--- config.mk ---
export PLATFORM = sky130hd
export DESIGN_NAME = imem_responder
export DESIGN_NICKNAME = d
export VERILOG_FILES = /design/src/rtl/imem_responder.sv
export SDC_FILE = /design/constraint.sdc
export NUM_CORES = 1
export LEC_CHECK = 0
export BUFFER_PORTS_ARGS = -buffer_cell sky130_fd_sc_hd__buf_4
export CAP_MARGIN = 20
export CORE_UTILIZATION = 55
export CTS_CLUSTER_DIAMETER = 60
export DETAILED_ROUTE_END_ITERATION = 12
export GPL_ROUTABILITY_DRIVEN = 0
export PLACE_DENSITY = 0.71
export SYNTH_ARGS = -nofsm -noshare
export SYNTH_HDL_FRONTEND = slang
export SYNTH_SLANG_ARGS = --single-unit
--- constraint.sdc ---
create_clock -name clk -period 5.9 [get_ports clk]
set_input_delay 1.18 -clock clk [delete_from_list [all_inputs] [get_ports clk]]
set_output_delay 1.18 -clock clk [all_outputs]
set_load 0.005 [all_outputs]
--- src/rtl/imem_responder.sv ---
// Instruction-memory responder: accepts a fetch, waits WAIT_STATES cycles, then acks with the word.
// A load port writes the array while idle; loads arriving while busy are dropped and flagged.
module imem_responder #(
  parameter int          DEPTH       = 32,
  parameter int          WAIT_STATES = 1,
  parameter logic [31:0] NOP_WORD    = 32'h0000_0000
) (
  input  logic                     clk,
  input  logic                     rst,
  input  logic                     fetch_req,
  input  logic [31:0]              fetch_addr,
  output logic                     fetch_ack,
  output logic [31:0]              fetch_instr,
  output logic                     fetch_err,
  output logic                     busy,
  input  logic                     load_en,
  input  logic [$clog2(DEPTH)-1:0] load_addr,
  input  logic [31:0]              load_data,
  output logic                     load_rej
);
  localparam int         AW = $clog2(DEPTH);
  localparam logic [3:0] WS = 4'(WAIT_STATES);

  typedef enum logic [1:0] {S_IDLE, S_WAIT, S_RESP} state_t;

  state_t      r_state;
  state_t      w_next;
  logic [3:0]  r_cnt;
  logic [3:0]  w_cnt_next;
  logic [31:0] r_addr;
  logic [31:0] r_instr;
  logic        r_err;
  logic        r_load_rej;
  logic [31:0] r_mem [DEPTH];

  logic [31:0]   w_rd_addr;
  logic [29:0]   w_idx;
  logic [AW-1:0] w_mem_idx;
  logic          w_err;
  logic [31:0]   w_word;
  logic          w_load_ok;

  always_comb begin
    w_next     = r_state;
    w_cnt_next = r_cnt;
    unique case (r_state)
      S_IDLE: begin
        if (fetch_req) begin
          if (WAIT_STATES == 0) begin
            w_next = S_RESP;
          end else begin
            w_next     = S_WAIT;
            w_cnt_next = WS;
          end
        end
      end
      S_WAIT: begin
        w_cnt_next = r_cnt - 4'd1;
        if (r_cnt == 4'd1) w_next = S_RESP;
      end
      S_RESP:  w_next = S_IDLE;
      default: w_next = S_IDLE;
    endcase
  end

  // With zero wait states RESP is entered straight from IDLE, before the address is latched.
  assign w_rd_addr = (r_state == S_IDLE) ? fetch_addr : r_addr;
  assign w_idx     = w_rd_addr[31:2];
  assign w_mem_idx = w_idx[AW-1:0];
  assign w_err     = (w_rd_addr[1:0] != 2'b00) || (w_idx >= 30'(DEPTH));
  assign w_load_ok = load_en && (r_state == S_IDLE);

  // A same-edge load to the word being read must win, since the read is defined to happen later.
  assign w_word = (w_load_ok && (load_addr == w_mem_idx)) ? load_data : r_mem[w_mem_idx];

  always_ff @(posedge clk or negedge rst) begin
    if (!rst) begin
      r_state    <= S_IDLE;
      r_cnt      <= 4'd0;
      r_addr     <= 32'd0;
      r_instr    <= 32'd0;
      r_err      <= 1'b0;
      r_load_rej <= 1'b0;
    end else begin
      r_state    <= w_next;
      r_cnt      <= w_cnt_next;
      r_load_rej <= load_en && (r_state != S_IDLE);
      if ((r_state == S_IDLE) && fetch_req) r_addr <= fetch_addr;
      if (w_next == S_RESP) begin
        r_instr <= w_err ? NOP_WORD : w_word;
        r_err   <= w_err;
      end
    end
  end

  // Program contents survive reset.
  always_ff @(posedge clk) begin
    if (w_load_ok) r_mem[load_addr] <= load_data;
  end

  assign fetch_ack   = (r_state == S_RESP);
  assign busy        = (r_state != S_IDLE);
  assign fetch_instr = r_instr;
  assign fetch_err   = r_err;
  assign load_rej    = r_load_rej;
endmodule

==> summary.txt, run 1 <==
syn nets = 2686
width of the die = 282.8 um
R2R depth = 5
max-slew violations = 0
final hold violation count = 0
initial antenna violation count = 2
synth top area cells = edfxtp_1, mux2i_1, dfrtp_1, nand2_1, o221ai_1
PnR Total Power = 22930 uW
dominant cell type by area after synthesis = edfxtp_1
fin nets = 2792
Post-CTS Setup Inserts = 0
Tightest Hold Check Type = in2async
post-DR vias/cell = 6.641
Post-Route Skew = 0.02464 ns
CTS tree = built
Max Cap Violations = 0
end of the worst register-to-register path = r_mem[8][10]
first-pass GRT wire length = 166000 um
min Tclk post-route = 4.011 ns
Clock transition at path regs = 0.06 ns
drt drc = 0
layout cells sized above 1 = 14.63%
max_slew headroom = 22.12%
Synth Cell Area = 43370 um^2
Avg Cell Area, Syn = 16.61 um^2
post-route ant nets = 0
Pleak = 0.01673 uW
CTS max path bufs = 3
most frequent cell after synthesis = edfxtp_1
Syn-to-layout area delta = 13.12%
hold_buf cts = 0
RSZ-0062 raised after global routing = false
WL/cell = 30.08 um
clk_lat worst skew = 0.68 ns
detailed router's first-iteration violation count = 3740
HPWL after DPL = 62080 um
final setup violation count = 0
Synth Flop Type = edfxtp_1
Synth Warn # = 0
CTS H-tree depth = 3
worst r2r src = r_state[0]
row count = 102
Post-synth EDFFs = 1024
Seq/Total Area, Yosys = 75.06%
async set or reset register ratio after synthesis = 6.569%
Unique masters post-synth = 64
status = finished clean
Seq cells post-synth = 1096
total number of vias = 25580
Startpoint Class = flop
die area = 79970 um^2
Gates resized, CTS repair = 0
clock root buffer = clkbuf_16
Post-Synthesis Cells = 2611
final WL = 115900 um
GRT overflow = 0
CP required = 6.24 ns
Chip Height = 282.8 um
CTS Buf Count = 110
f_max = 249.3 MHz
CP Data Arrival Time = 4.35 ns
Worst Path Max Fanout = 22
setup TNS = 0 ns
worst slew pin tran = 1.165 ns
Post-synth top cells = edfxtp_1, mux2i_1, nand2_1, and3_1, a211oi_1
IO buf count = 108
top-area cell type share of the netlist area = 70.91%
vias in the first global route = 24870
critical path type = reg2reg
CTS sink cnt = 1096
largest net degree at the start of global routing = 106
Worst VDD drop = 0.0004623 V
pwr/cell area = 467.4 nW/um^2
critical path capture point type = flop
io pins = 109
Pre-antenna DRT Iters = 8
Initial Util = 55.80%
core area = 77720 um^2
final worst-path cycle share = 67.99%
Worst R2R Setup Slack = 1.89 ns
global-route total usage across every layer = 29.08%
==> worst max-delay path by stage <==
stage	end	slack (ns)	depth (start not counted)	from
3_5_place_dp	fetch_instr[22]	1.59	9	fetch_addr[2]
5_1_grt	r_mem[8][10]	1.77	5	r_state[0]
4_1_cts	r_mem[8][26]	1.93	5	r_state[0]
6_report	r_mem[8][10]	1.89	5	r_state[0]
2_1_floorplan	r_mem[12][0]	2.07	3	load_addr[0]
3_3_place_gp	fetch_instr[17]	1.67	8	fetch_addr[2]
==> metrics by stage <==
step | worst slack (ns) | util, % | hold slack (ns) | std cells | area [um^2]
6_report | 1.889 | 63.12 | 0.4415 | 3851 | 49050
5_1_grt | 1.766 | 63.12 | 0.4457 | 3851 | 49050
4_1_cts | 1.935 | 63.05 | 0.4301 | 3847 | 49000
3_5_place_dp | 1.595 | 58.39 | 0.4663 | 3642 | 45380
3_3_place_gp | 1.669 | 58.34 | 0.4574 | 3640 | 45340
2_1_floorplan | 2.071 | - | 0.4460 | 2611 | 43370
==> cell type report <==
cell class | count | area (um^2)
antenna | 1 | 2.502
clock buffer | 164 | 3238
clock inverter | 41 | 381.6
fill | 5302 | 28670
inverter | 6 | 22.52
multi-input combinational | 1318 | 10030
sequential | 1096 | 32550
tap | 1040 | 1301
timing repair buffer | 185 | 1529
==> cells by family (layout without fill, tap and decap cells) <==
| kind of cell | count (synthesis) | in the layout | share of synthesized area (%) |
|---|---|---|---|
| adder cells (fa/ha/maj) | 2 | 2 | 0.05770 |
| AND/OR/NAND/NOR | 518 | 518 | 5.895 |
| multiplexers | 326 | 326 | 7.588 |
| XOR/XNOR | 4 | 4 | 0.08080 |
| AO/OA/AOI/OAI | 468 | 468 | 8.728 |
| flip-flops | 1096 | 1096 | 75.06 |
| buffers and inverters | 197 | 396 | 2.588 |
| other | 0 | 1 | 0 |
==> layer usage <==
layer	track usage [%]	up-vias	routed length [um]	part of all wire, %
met2	45.17	1609	53610	46
met5	0	-	0	0
met4	10.59	0	4124	3.6
met3	5.804	243	12510	11
met1	41.13	12960	45610	39
li1	-	10770	-	-
==> state kept, by name, indices dropped and copies added (netlist names) <==
signal       flops
fetch_err        1
r_cnt            4
fetch_instr     32
r_mem         1024
r_addr          32
load_rej         1
r_state          2
==> worst max-delay path, stage by stage, from the launching register on <==
cell and delay (ns):
dfrtp_1 0.58, nor2_8 0.33, inv_2 0.32, or4b_2 0.97, nor2_4 0.98, buf_4 0.47
==> power by group <==
| part | switching, uW | leakage [uW] | internal (uW) |
|---|---|---|---|
| clock | 2850 | 0.00178 | 4040 |
| sequential | 188 | 0.0102 | 8730 |
| combinational | 4650 | 0.00479 | 2470 |
==> placed cells by master (no fill, tap or decap), drive strengths merged, types with 35 or more instances in the layout <==
cell,Yosys,layout
a211oi,96,96
a22oi,64,64
a31oi,35,35
and3,129,129
buf,100,185
clkbuf,91,164
dfrtp,72,72
edfxtp,1024,1024
mux2i,323,323
nand2,265,265
nor2,35,35
nor4,45,45
o221ai,96,96
(Power assumes the default switching activity.)
==> run 2, diff against run 1 <==
Settings changed: ABC_AREA set to 1.
Clock period 5.9 ns to 4.1 ns, I/O delays scaled along.
==> summary.txt, run 2 <==
status = finished clean
Post-Synthesis Cells = 3666
die area = 81820 um^2
switching pwr = 14990 uW
CTS max path bufs = 3
total number of vias = 30380
GRT overflow = 0
Worst R2R Setup Slack = 0.94 ns
most frequent cells in the layout = nand3_1, edfxtp_1, nand2_1
Seq. cell area = 32550 um^2
core area = 79390 um^2
drt drc = 0
WL/cell = 25.70 um
worst r2r src = r_state[0]
Unique masters post-synth = 27
final hold violation count = 0
post-layout util = 63.14%
syn nets = 3741
worst slew pin tran = 1.069 ns
Synth Flop Type = edfxtp_1
max FFs per register = 1024
RSZ-0062 raised after global routing = false
Tightest Hold Check Type = in2async
CTS H-tree depth = 3
Clk pwr share = 25.6%
Seq pwr share = 34.5%
Pre-antenna DRT Iters = 7
fin nets = 3801
detailed router's first-iteration violation count = 4094
global-route total usage across every layer = 30.42%
Worst VDD drop = 0.0007949 V
clock root buffer = clkbuf_16
R2R depth = 12
width of the die = 286.0 um
CTS Buf Count = 108
Post-synth top cells = nand3_1, edfxtp_1, nand2_1, buf_2, dfrtp_1
first-pass GRT wire length = 184100 um
dominant cell type by area after synthesis = edfxtp_1
CP required = 4.70 ns
async set or reset register ratio after synthesis = 6.569%
setup TNS = 0 ns
layout cells sized above 1 = 11.06%
Biggest register = r_mem
max-slew violations = 0
io pins = 109
top-area cell type share of the netlist area = 69.30%
switching portion of total power = 39.73%
initial antenna violation count = 5
post-route ant nets = 0
vias in the first global route = 28710
Multi-input gate area = 10680 um^2
Design Area, Final = 50130 um^2
Gates resized, CTS repair = 0
f_max = 316.5 MHz
end of the worst register-to-register path = fetch_instr[18]
max_slew headroom = 28.71%
Syn-to-layout area delta = 12.97%
CTS sink cnt = 1096
Logic pwr share = 39.9%
pwr/cell area = 752.5 nW/um^2
CTS tree = built
Avg Cell Area, Syn = 12.10 um^2
CP Data Arrival Time = 3.76 ns
synth top area cells = edfxtp_1, nand3_1, nand2_1, dfrtp_1, buf_2
most frequent cell after synthesis = nand3_1
Startpoint Class = flop
clk_lat worst skew = 0.68 ns
non-filler cells, final = 4869
critical path capture point type = flop
HPWL after DPL = 63210 um
Seq/Total Area, Yosys = 73.36%
Seq cells post-synth = 1096
Chip Height = 286.0 um
row count = 103
final WL = 125100 um
Post-Route Skew = 0.02347 ns
Critical Path Sink = fetch_instr[18]
final worst-path cycle share = 77.06%
DP Area = 46670 um^2
Placed Cells = 4666
Synth Warn # = 0
hold_buf cts = 0
Synth Cell Area = 44370 um^2
Post-CTS Setup Inserts = 0
Clock transition at path regs = 0.06 ns
Worst Path Max Fanout = 55
largest net degree at the start of global routing = 130
Int Pwr = 22740 uW
final setup violation count = 0
IO buf count = 108
commonest non-fill, non-tap cell in the layout = nand3_1
Max Cap Violations = 0
critical path type = reg2reg
Pleak = 0.01783 uW
Post-synth EDFFs = 1024
Initial Util = 55.89%
# fillers = 5896
min Tclk post-route = 3.160 ns
crit path from = r_state[0]
post-DR vias/cell = 6.240
-- run 2: worst max-delay path, stage by stage, from the launching register on --
cell and delay [ns]:
dfrtp_1 0.43, nor2_4 0.44, nand2_4 0.41, nand2_8 0.53, buf_4 0.44, nand2_1 0.11, nand3_1 0.10, nand3_1 0.09
nand3_1 0.10, nand3_1 0.11, nand3_1 0.13, nand2_1 0.09, nand2_1 0.08
-- run 2: power groups by stage --
stage | sequential [uW] | clock [uW] | combinational, uW
after floorplan | 13100 | 0 | 10200
after global placement | 13200 | 0 | 14500
after detailed placement | 13200 | 0 | 14800
after CTS | 13000 | 9710 | 14900
after global routing | 13100 | 10100 | 16300
final | 13000 | 9650 | 15100
-- run 2: worst min path at each step --
stage                                 end  cells past startpoint  slack (ns)
after floorplan                  r_cnt[3]                      1        0.45
after global placement           r_cnt[3]                      1        0.46
after detailed placement  fetch_instr[26]                      2        0.47
after CTS                      r_addr[13]                      1        0.34
after global routing           r_addr[16]                      1        0.37
final                          r_addr[26]                      1        0.36
-- run 2: metal layers --
metal | routed length, um | track usage, % | vias to the layer above
met1 | 48420 | 42.71 | 14790
met4 | 3739 | 10.00 | 4
met5 | 33 | 0 | -
met3 | 14830 | 6.523 | 258
li1 | - | - | 13310
met2 | 58100 | 47.61 | 2017
-- run 2: layout make-up --
class / instances / share of cell area, %
timing repair buffer: 202 / 3.974
clock inverter: 64 / 1.073
multi-input combinational: 2284 / 21.30
clock buffer: 137 / 5.816
sequential: 1096 / 64.94
antenna: 2 / 0.009984
tap: 1050 / 2.621
inverter: 34 / 0.2646
-- run 2: logic make-up after synthesis --
family                     count (synthesis)  share of synthesized area (%)
muxes                                     16                         0.4032
AOI/OAI and AO/OA                         31                         0.3863
DFF                                     1096                          73.36
xor gates and xnor gates                   2                        0.03948
adders and majority gates                  2                        0.05639
buffers and inverters                    286                          3.336
and+or+nand+nor                         2233                          22.42
-- run 2: stage by stage --
stage	power [uW]	hold WS, ns	setup WS (ns)
2_1_floorplan	23280	0.4462	0.9853
3_3_place_gp	27760	0.4629	1.046
3_5_place_dp	28010	0.4664	1.016
4_1_cts	37570	0.3379	0.9829
5_1_grt	39450	0.3708	0.7813
6_report	37720	0.3587	0.9404
